<file path="src/rtl/lut_bank_pkg.sv">
// Shared types and constants for the programmable truth-table bank.
package lut_bank_pkg;

  typedef enum logic [0:0] {StIdle, StSweep} state_e;

  localparam int unsigned NInDefault = 4;
  localparam int unsigned NChDefault = 10;

  function automatic int unsigned tbl_width(input int unsigned n);
    return 2 ** n;
  endfunction

endpackage

</file>
<file path="src/rtl/lut_bank_ch.sv">
// One channel of the truth-table bank: a TW-bit table register and its index mux.
module lut_bank_ch
  import lut_bank_pkg::*;
#(
  parameter int unsigned N_IN = NInDefault,
  localparam int unsigned TW  = tbl_width(N_IN)
) (
  input  logic            clk_i,
  input  logic            rst_ni,
  input  logic            we_i,
  input  logic [TW-1:0]   data_i,
  input  logic [N_IN-1:0] idx_i,
  output logic            bit_o
);

  logic [TW-1:0] tbl_q;

  always_ff @(posedge clk_i or negedge rst_ni) begin
    if (!rst_ni) begin
      tbl_q <= '0;
    end else if (we_i) begin
      tbl_q <= data_i;
    end
  end

  // Reads the pre-write table, so a same-cycle eval sees the old function.
  assign bit_o = tbl_q[idx_i];

endmodule

</file>
<file path="src/rtl/lut_bank.sv">
// Registered bank of N_CH programmable N_IN-input Boolean functions.
// Optional sweep engine enabled by defining LUT_BANK_SWEEP_EN.
module lut_bank
  import lut_bank_pkg::*;
#(
  parameter int unsigned N_IN = NInDefault,
  parameter int unsigned N_CH = NChDefault,
  localparam int unsigned TW  = tbl_width(N_IN),
  localparam int unsigned CW  = (N_CH > 1) ? $clog2(N_CH) : 1
) (
  input  logic            clk_i,
  input  logic            rst_ni,
  input  logic            cfg_valid_i,
  output logic            cfg_ready_o,
  input  logic [CW-1:0]   cfg_ch_i,
  input  logic [TW-1:0]   cfg_data_i,
  output logic            cfg_err_o,
  input  logic            in_valid_i,
  output logic            in_ready_o,
  input  logic [N_IN-1:0] in_vec_i,
  output logic            out_valid_o,
  input  logic            out_ready_i,
  output logic [N_CH-1:0] out_vec_o,
  output logic [N_IN-1:0] out_idx_o,
  input  logic            sweep_start_i,
  output logic            sweep_busy_o,
  output logic            sweep_done_o
);

  logic            idle;
  logic            out_free;
  logic            cfg_fire;
  logic            eval_fire;
  logic            sweep_load;
  logic            load;
  logic [N_IN-1:0] sweep_idx;
  logic [N_IN-1:0] idx_sel;
  logic [N_CH-1:0] ch_bits;

  logic            out_valid_q;
  logic [N_CH-1:0] out_vec_q;
  logic [N_IN-1:0] out_idx_q;
  logic            cfg_err_q;

  assign out_free    = !out_valid_q || out_ready_i;
  assign cfg_ready_o = idle;
  assign in_ready_o  = idle && out_free;
  assign cfg_fire    = cfg_valid_i && cfg_ready_o;
  assign eval_fire   = in_valid_i && in_ready_o;
  assign load        = eval_fire || sweep_load;
  assign idx_sel     = sweep_load ? sweep_idx : in_vec_i;

`ifdef LUT_BANK_SWEEP_EN
  state_e          state_q, state_d;
  logic [N_IN-1:0] cnt_q, cnt_d;
  logic            wrapped_q, wrapped_d;
  logic            done_q, done_d;

  always_comb begin
    state_d    = state_q;
    cnt_d      = cnt_q;
    wrapped_d  = wrapped_q;
    done_d     = 1'b0;
    sweep_load = 1'b0;
    unique case (state_q)
      StIdle: begin
        if (sweep_start_i) begin
          state_d   = StSweep;
          cnt_d     = '0;
          wrapped_d = 1'b0;
        end
      end
      StSweep: begin
        // wrapped_q marks that index TW-1 is loaded and only its acceptance remains.
        if (!wrapped_q) begin
          if (out_free) begin
            sweep_load = 1'b1;
            cnt_d      = cnt_q + 1'b1;
            wrapped_d  = &cnt_q;
          end
        end else if (out_valid_q && out_ready_i) begin
          state_d   = StIdle;
          wrapped_d = 1'b0;
          done_d    = 1'b1;
        end
      end
      default: state_d = StIdle;
    endcase
  end

  always_ff @(posedge clk_i or negedge rst_ni) begin
    if (!rst_ni) begin
      state_q   <= StIdle;
      cnt_q     <= '0;
      wrapped_q <= 1'b0;
      done_q    <= 1'b0;
    end else begin
      state_q   <= state_d;
      cnt_q     <= cnt_d;
      wrapped_q <= wrapped_d;
      done_q    <= done_d;
    end
  end

  assign idle         = (state_q == StIdle);
  assign sweep_idx    = cnt_q;
  assign sweep_busy_o = (state_q == StSweep);
  assign sweep_done_o = done_q;
`else
  logic unused_sweep_start;

  assign unused_sweep_start = sweep_start_i;
  assign idle               = 1'b1;
  assign sweep_load         = 1'b0;
  assign sweep_idx          = '0;
  assign sweep_busy_o       = 1'b0;
  assign sweep_done_o       = 1'b0;
`endif

  for (genvar c = 0; c < N_CH; c++) begin : g_ch
    lut_bank_ch #(
      .N_IN(N_IN)
    ) u_ch (
      .clk_i (clk_i),
      .rst_ni(rst_ni),
      .we_i  (cfg_fire && (32'(cfg_ch_i) == c)),
      .data_i(cfg_data_i),
      .idx_i (idx_sel),
      .bit_o (ch_bits[c])
    );
  end

  always_ff @(posedge clk_i or negedge rst_ni) begin
    if (!rst_ni) begin
      out_valid_q <= 1'b0;
      out_vec_q   <= '0;
      out_idx_q   <= '0;
      cfg_err_q   <= 1'b0;
    end else begin
      cfg_err_q <= cfg_fire && (32'(cfg_ch_i) >= N_CH);
      if (load) begin
        out_valid_q <= 1'b1;
        out_vec_q   <= ch_bits;
        out_idx_q   <= idx_sel;
      end else if (out_ready_i) begin
        out_valid_q <= 1'b0;
      end
    end
  end

  assign out_valid_o = out_valid_q;
  assign out_vec_o   = out_vec_q;
  assign out_idx_o   = out_idx_q;
  assign cfg_err_o   = cfg_err_q;

endmodule

</file>
<file path="config.mk">
export PLATFORM = sky130hd
export DESIGN_NAME = lut_bank
export DESIGN_NICKNAME = d
export VERILOG_FILES = /design/src/rtl/lut_bank_pkg.sv /design/src/rtl/lut_bank_ch.sv /design/src/rtl/lut_bank.sv
export SDC_FILE = /design/constraint.sdc
export NUM_CORES = 1
export LEC_CHECK = 0
export CAP_MARGIN = 30
export CORE_ASPECT_RATIO = 0.6
export CORE_MARGIN = 2
export CORE_UTILIZATION = 52
export CTS_CLUSTER_DIAMETER = 80
export DETAILED_ROUTE_END_ITERATION = 12
export PLACE_DENSITY = 0.74
export SLEW_MARGIN = 40
export SYNTH_ARGS = -nofsm -noshare
export SYNTH_HDL_FRONTEND = slang
export SYNTH_SLANG_ARGS = --single-unit
</file>
<file path="constraint.sdc">
create_clock -name clk_i -period 1.85 [get_ports clk_i]
set_clock_uncertainty 0.15 [all_clocks]
set_input_delay 0.555 -clock clk_i [delete_from_list [all_inputs] [get_ports clk_i]]
set_output_delay 0.555 -clock clk_i [all_outputs]
set_load 0.05 [all_outputs]
</file>
Word level (Yosys, flattened, before mapping):

Index checks and enable logic that the tools add are counted.

* register bits after elaboration: 176
* input bits: 30
* output and inout port bits: 20
* word-level logic and storage cells: 63

* $lt $le $gt $ge: 2
* equality and inequality tests: 9
* multiplexer cells: 22
* reductions and logical operators: 16

Operators with widths (count)
* binary-select mux 1 bit (select 4 bit): 10
* == test 4 x 3 -> 1 bit, second input constant: 4
* logical AND 1 bit: 12
* 2-to-1 mux 1 bit: 12
* == test 4 x 2 -> 1 bit, second input constant: 2
* == test 4 bit, second input constant: 2
* < comparator 4 x 5 -> 1 bit, second input constant: 1
* == test 4 x 1 -> 1 bit, second input constant: 1
* >= comparator 4 bit, second input constant: 1
* zero test 4 bit: 1
* nonzero test 2 bit: 1
* zero test 1 bit: 1
* logical OR 1 bit: 1

Longest topological paths before layout:

Gate-level depths: netlist (run 1).

* word-level depth: 4
* mapped depth: 6
* gate-level depth less buffers: 4

Hierarchy:

From an unflattened synthesis (run 1), not the netlist that was laid out.

* cell total of the unflattened synthesis: 466
* area total of the unflattened synthesis: 8027.7 um^2

By module, submodules not included
* lut_bank_ch: times used 10, cells an instance 41, area an instance 725.7 um^2, sequential area each 400.4 um^2
* lut_bank: times used 1, cells an instance 56, area an instance 770.7 um^2, sequential area each 400.4 um^2

Least setup slack after synthesis (run 1):

No wires, ideal clock.

* path kind: register -> register
* start point: reg out_valid_q (netlist: out_valid_o)
* end point: reg out_vec_q[8] (netlist: out_vec_o[8])
* setup time: 0.116 ns
* data arrival time: 2.157 ns
* data required time: 1.584 ns
* path slack: -0.573 ns
* cell stages (with the launch flop): 6
* path buffers: 1
* period minus slack after synthesis: 2.423 ns
* cell sequence: dfrtp_1 nand2b_1 clkbuf_1 nand3b_1 or4_1 o311ai_0

* word-level cells in the longest chain between the ends: 3

Ends and longest elaborated chain
* start: declaration: RTL line lut_bank.sv:40 `logic out_valid_q;`
* start signal: assignment: RTL line lut_bank.sv:135 `out_valid_q <= 1'b0;`
* start signal: assignment: RTL line lut_bank.sv:142 `out_valid_q <= 1'b1;`
* start signal: assignment: RTL line lut_bank.sv:146 `out_valid_q <= 1'b0;`
* zero test 1 bit: RTL line lut_bank.sv:45 `assign out_free = !out_valid_q || out_ready_i;`
* logical OR 1 bit: RTL line lut_bank.sv:45
* net in_ready_o: RTL line lut_bank.sv:19 `output logic in_ready_o,`
* logical AND 1 bit: RTL line lut_bank.sv:49 `assign eval_fire = in_valid_i && in_ready_o;`
* end signal: assignment: RTL line lut_bank.sv:143 `out_vec_q <= ch_bits;`
* end: declaration: RTL line lut_bank.sv:41 `logic [N_CH-1:0] out_vec_q;`

The timed path passes the listed nets, and every way through them passes these cells.
A chain may end at the register's enable or synchronous reset.

Final worst setup path (run 1):

* start point: in cfg_ch_i[2]
* end point: reg g_ch[2].u_ch.tbl_q[7]

* word-level cells in the longest chain between the ends: 2

Ends and longest elaborated chain
* start: declaration: RTL line lut_bank.sv:15 `input logic [CW-1:0] cfg_ch_i,`
* == test 4 x 2 -> 1 bit: RTL line lut_bank.sv:126 `.we_i (cfg_fire && (32'(cfg_ch_i) == c)),`
* logical AND 1 bit: RTL line lut_bank.sv:126
* end signal: assignment: RTL line lut_bank_ch.sv:22 `tbl_q <= data_i;`
* end: declaration: RTL line lut_bank_ch.sv:16 `logic [TW-1:0] tbl_q;`

No other way between the ends.

==> flow_summary_export.csv, run 1 <==
group,metric,value,unit
clock_tree,cts_max_path_buffers,2,
routing,wire_per_inst,22.5,um
clock_tree,cts_htree_levels,4,
power,vdd_ir_drop_max,660,uV
sta,post-route-period-util,0.979,
clock_tree,cts_made_buffers,17,
final_layout,design_area,10200,sq um
final_layout,fin_nets,626,
floorplan,die_x,165,um
critical_path,cp.arrival,1.97,ns
clock_tree,clock-root-buffer,"clkbuf_16",
clock_tree,cts_sinks,176,
final_layout,area_growth,26.3,%
critical_path,critPathMaxStageDelay,0.30,ns
final_layout,num_antenna_cells,0,
final_layout,nFillCells,1042,
final_layout,mostFrequentLayoutCells,"dfrtp_1 (175), mux2_2 (126), buf_4 (50)",
placed_design,dp_hpwl,12.1,mm
synthesis,synth-seq-cells,176,
critical_path,rrSetupSlack,0.15,ns
critical_path,crit_type,"in -> reg",
global_route,grt_max_degree,43,
clock_tree,cts_tree,"done",
routing,num_vias,4678,
critical_path,crit_path_end_kind,"flop",
global_route,track_usage,0.243,
power,p_per_area,1110,nW/um^2
critical_path,critPathMaxFanout,8,
critical_path,r2r.worst_path.cells,5,
min_path,worstHoldStart,"g_ch[0].u_ch.tbl_q[0]",
power,p_leak,0.00457,uW
synthesis,ys_warn_count,0,
final_layout,final_common_cell,"dfrtp_1",
min_path,hold_class,"reg -> reg",
critical_path,critPathSlowestCell,"mux2_4",
routing,routed_wl,18.2,mm
min_path,hold_depth,1,
final_layout,final_layout_size_suffix_gt1_frac,0.567,
final_layout,multiInputGateArea,3510,sq um
placed_design,place_area,9490,sq um
sta,final_max_slew_viol_count,0,
routing,routed_via_density,5.78,
critical_path,cp-start-kind,"primary input",
synthesis,avgSynthCellArea,16.1,sq um
routing,drc,0,
critical_path,worstSetupStartpoint,"cfg_ch_i[2]",
routing,first_pass_iters,4,
synthesis,netlist_instances,503,
critical_path,r2r-start,"out_valid_o",
floorplan,initial_utilization,0.529,
placed_design,io_buffers,45,
routing,drt_iter0_drc,222,
critical_path,crit_family,"buffers and inverters",
floorplan,core,15300,sq um
routing,postRouteAntennaNets,0,
min_path,min_to,"g_ch[0].u_ch.tbl_q[0]",
sta,min_period,1.81,ns
critical_path,critPathBufInv,4,
global_route,grt.overflow.total,0,
global_route,antenna_found_initial,0,
job,drv_cap,0,
critical_path,r2r-end,"out_vec_o[8]",
sta,final_hold_viol_count,0,
floorplan,fp.dieArea,16600,sq um
clock_tree,clk_latency,0.44,ns
status,outcome,"completed",
critical_path,crit_required,2.01,ns
placed_design,gp_congestion,0.786,
floorplan,row_count,35,
sta,final-setup-viol-count,0,
floorplan,die_h,101,um
synthesis,yosysUniqueCellTypes,36,
sta,hold_slack,0.350,ns
final_layout,seqCellArea,4410,sq um
critical_path,cpMostUsedCell,"buf_4",
critical_path,path_cells,"dlygate4sd2_1, buf_4, nor4_4, buf_4, bufbuf_16, mux2_4",
sta,fmaxAchievable,552,MHz
floorplan,io_pins,50,
sta,rsz0062_at_grt,"yes",
synthesis,synth_area,8080,sq um
clock_tree,cts.clk_slew.worst_paths,0.06,ns
synthesis,yosysSeqAreaShare,0.545,
global_route,grt_pass1_vias,5159,
global_route,grt_first_pass_wirelength,29.4,mm
[flip-flops by register name (all words and copies together), names as in the netlist]
register / cells
cfg_err_o: 1
g_ch.u_ch.tbl_q: 160
out_idx_o: 4
out_valid_o: 1
out_vec_o: 10
[cell families (layout without fill, tap and decap cells)]
logic type / Yosys count / after routing / share of synthesized area
compound gates: 25 / 25 / 0.0217
buf+inv: 48 / 151 / 0.0375
flops: 176 / 176 / 0.545
mux: 222 / 222 / 0.363
other cells: 2 / 3 / 0.000929
simple gates: 30 / 30 / 0.0322
[area by class of cell]
cell class	count	area share
clock buffers	19	0.0424
well taps	203	0.0249
multi-input cells	280	0.344
repair buffers	121	0.146
clock inverters	11	0.0107
flip-flops and latches	176	0.432
[per-layer routing]
layer	GRT usage	share of wire	up-vias
li1	-	-	2038
met3	0.0580	0.055	21
met4	0.0615	0.012	0
met1	0.349	0.47	2506
met2	0.379	0.47	113
met5	0	0	-
[through the flow]
step / setup TNS (ns) / total power [uW] / utilization / setup slack, ns / std cells
floorplan: -5.30 / 6940 / - / -0.173 / 504
global placement: -83.58 / 7820 / 0.621 / -0.566 / 768
detailed placement: -87.20 / 7990 / 0.621 / -0.628 / 768
CTS: 0 / 11400 / 0.664 / 0.0191 / 804
global route: -0.0159 / 11800 / 0.668 / -0.0105 / 810
finish: 0 / 11300 / 0.668 / 0.0382 / 810
[worst max-delay path by stage]
stage,end,slack (ns),cells past startpoint
final,g_ch[2].u_ch.tbl_q[7],0.04,6
after global routing,g_ch[2].u_ch.tbl_q[7],-0.01,6
after CTS,g_ch[2].u_ch.tbl_q[7],0.02,6
after detailed placement,g_ch[8].u_ch.tbl_q[9],-0.63,5
after global placement,g_ch[8].u_ch.tbl_q[11],-0.57,5
after floorplan,g_ch[6].u_ch.tbl_q[10],-0.17,5
[power breakdown]
part           internal [uW]  leakage [uW]  switching, uW
combinational           1660       0.00216           1030
clock                   1850      0.000253           1520
sequential              4740       0.00216            524
total                   8250       0.00457           3080
[cell usage after synthesis, drive strengths merged]
cell       n  area [sq um]
mux2     166          1910
nor3b      3          50.1
mux4      37           833
or4        1          7.51
nor2b      3          18.8
o21ai     11          55.1
nor2       1          3.75
a2bb2oi    9          78.8
conb       2          7.51
a211oi     1          7.51
or3        1          6.26
nor4       1          21.3
nand2      8          37.5
nand3      2          10.0
nand3b     3          47.6
nand2b     4          25.0
buf       43           263
a2111oi    1          8.76
o22ai      1          6.26
o211a      1          10.0
o311ai     1          8.76
nand4      2          25.0
clkbuf     5          40.0
and2b      1          7.51
mux2i     19           190
dfrtp    176          4400
[timing repair]
item,CTS,global route
resized for setup,11,5
hold endpoints to repair,15,0
endpoints found under the setup margin,132,14
pin swaps,3,0
cloned,2,0
hold buffers,1,0
setup buffers,4,6
(Power assumes the default switching activity.)
==> run 2: changes to the inputs <==
--- a/config.mk
+++ b/config.mk
@@ -8,10 +8,10 @@
 export CAP_MARGIN = 30
 export CORE_ASPECT_RATIO = 0.6
 export CORE_MARGIN = 2
-export CORE_UTILIZATION = 52
+export CORE_UTILIZATION = 25
 export CTS_CLUSTER_DIAMETER = 80
 export DETAILED_ROUTE_END_ITERATION = 12
-export PLACE_DENSITY = 0.74
+export PLACE_DENSITY_LB_ADDON = 0.12
 export SLEW_MARGIN = 40
 export SYNTH_ARGS = -nofsm -noshare
 export SYNTH_HDL_FRONTEND = slang
==> flow_summary_export.csv, run 2 (synthesis results as in run 1) <==
group,metric,value,unit
power,p_comb_frac,0.224,
power,p_per_area,1140,nW/um^2
clock_tree,cts_max_path_buffers,2,
sta,rsz0062_at_grt,"no",
routing,drc,0,
global_route,use_met2,0.198,
critical_path,crit_path_end_kind,"primary output",
clock_tree,cts_made_buffers,17,
power,p_leak,0.00469,uW
floorplan,die_x,236,um
global_route,grt.overflow.total,0,
status,outcome,"completed",
sta,post-route-period-util,0.980,
power,clkPwrFrac,0.349,
min_path,worstHoldStart,"cfg_valid_i",
sta,fmaxAchievable,552,MHz
routing,first_pass_iters,4,
min_path,min_to,"cfg_err_o",
routing,wire_per_inst,21.1,um
global_route,globalRouteMet1Util,0.202,
placed_design,gp_congestion,0.728,
placed_design,io_buffers,45,
job,drv_cap,0,
global_route,grtUsageMet3,0.0321,
critical_path,path_cells,"nand2b_4, buf_12",
sta,final_hold_viol_count,0,
final_layout,fin_nets,626,
critical_path,r2r-start,"out_valid_o",
critical_path,critPathSlowestCell,"dfrtp_2",
sta,final-setup-viol-count,0,
critical_path,rrSetupSlack,0.18,ns
critical_path,r2r.worst_path.cells,6,
global_route,grt.busiest_layer,"met1",
placed_design,place_area,9920,sq um
critical_path,critPathMaxStageDelay,0.44,ns
floorplan,fp.dieArea,33800,sq um
routing,routed_via_density,4.53,
final_layout,num_antenna_cells,0,
routing,drt_iter0_drc,222,
clock_tree,cts_tree,"done",
final_layout,post-route-util,0.341,
global_route,grt_first_pass_wirelength,33.3,mm
floorplan,initial_utilization,0.257,
global_route,track_usage,0.137,
routing,routed_wl,21.6,mm
power,power.internal,9160,uW
sta,final_max_slew_viol_count,0,
critical_path,crit_required,1.14,ns
power,switching_power,3120,uW
global_route,grt_max_degree,44,
global_route,antenna_found_initial,0,
critical_path,cp.arrival,1.11,ns
clock_tree,cts_htree_levels,4,
clock_tree,clock-root-buffer,"clkbuf_16",
min_path,hold_class,"in -> reg",
placed_design,dp_hpwl,14.7,mm
floorplan,io_pins,50,
final_layout,final_layout_size_suffix_gt1_frac,0.568,
sta,min_period,1.81,ns
min_path,hold_depth,2,
critical_path,r2r-end,"out_vec_o[8]",
critical_path,crit_type,"reg -> out",
floorplan,row_count,50,
global_route,grt_pass1_vias,5138,
final_layout,largest_register,"g_ch.u_ch.tbl_q",
final_layout,fin_cells,1025,
power,p_sw_frac,0.254,
floorplan,die_h,143,um
final_layout,area_growth,32.7,%
floorplan,core,31500,sq um
placed_design,placed_cells,988,
final_layout,design_area,10700,sq um
routing,postRouteAntennaNets,0,
critical_path,critPathMaxFanout,2,
clock_tree,clk_latency,0.45,ns
critical_path,cp-start-kind,"flop",
final_layout,mostFrequentLayoutCells,"dfrtp_1 (174), mux2_2 (126), buf_12 (46)",
clock_tree,cts.clk_slew.worst_paths,0.07,ns
routing,num_vias,4642,
final_layout,largest_reg_flops,160,
final_layout,final_common_cell,"dfrtp_1",
power,vdd_ir_drop_max,641,uV
power,p_seq_frac,0.427,
clock_tree,cts_sinks,176,
[run 2: cell type report]
| cell class | instances | area [sq um] |
|---|---|---|
| Tap cell | 416 | 520 |
| Multi-Input combinational cell | 280 | 3520 |
| Fill cell | 3016 | 20700 |
| Sequential cell | 176 | 4410 |
| Timing Repair Buffer | 121 | 1580 |
| Clock buffer | 22 | 464 |
| Clock inverter | 10 | 230 |
[run 2: how the worst max path moves through the flow]
stage / start / to / slack (ns) / depth (start not counted)
after detailed placement: cfg_valid_i / g_ch[9].u_ch.tbl_q[14] / -0.59 / 5
after floorplan: cfg_ch_i[3] / g_ch[6].u_ch.tbl_q[10] / -0.17 / 5
after global routing: out_valid_o / in_ready_o / 0.002 / 2
final: out_valid_o / in_ready_o / 0.04 / 2
after global placement: cfg_valid_i / g_ch[9].u_ch.tbl_q[15] / -0.58 / 5
after CTS: out_vec_o[0] / out_vec_o[0] / 0.002 / 1
[run 2: worst max-delay path: cells and delay by family (launching register included)]
| kind | cells | cell delay [ns] |
|---|---|---|
| buffers and inverters | 1 | 0.13 |
| and+or+nand+nor | 1 | 0.09 |
| DFF | 1 | 0.44 |
[run 2: timing repair]
item | CTS | global route
setup endpoints to repair | 145 | 10
hold endpoints to repair | 27 | 0
hold buffers | 1 | 0
gates cloned | 2 | 0
pin swaps | 1 | 0
gates resized for setup | 13 | 4
setup buffers | 4 | 0
[run 2: metal layers]
metal / part of all wire / wire length [um]
met1: 0.53 / 11400
met2: 0.42 / 9150
met4: 0.016 / 356
met3: 0.032 / 700
met5: 0 / 0
[run 2: through the flow]
| step | hold slack (ns) | setup TNS [ns] | worst slack, ns | power, uW |
|---|---|---|---|---|
| after floorplan | 0.109 | -5.30 | -0.173 | 6940 |
| final | 0.282 | 0 | 0.0379 | 12300 |
| after global routing | 0.281 | 0 | 0.00161 | 12900 |
| after CTS | 0.350 | 0 | 0.00167 | 12400 |
| after global placement | 0.331 | -88.12 | -0.583 | 7970 |
| after detailed placement | 0.335 | -87.31 | -0.587 | 8080 |
[run 2: power by group through the flow]
stage          Sequential [uW]  Clock [uW]  Combinational [uW]
2_1_floorplan             5350           0                1590
3_3_place_gp              5250           0                2720
3_5_place_dp              5310           0                2770
4_1_cts                   5240        4390                2790
5_1_grt                   5350        4580                2940
6_report                  5240        4290                2740
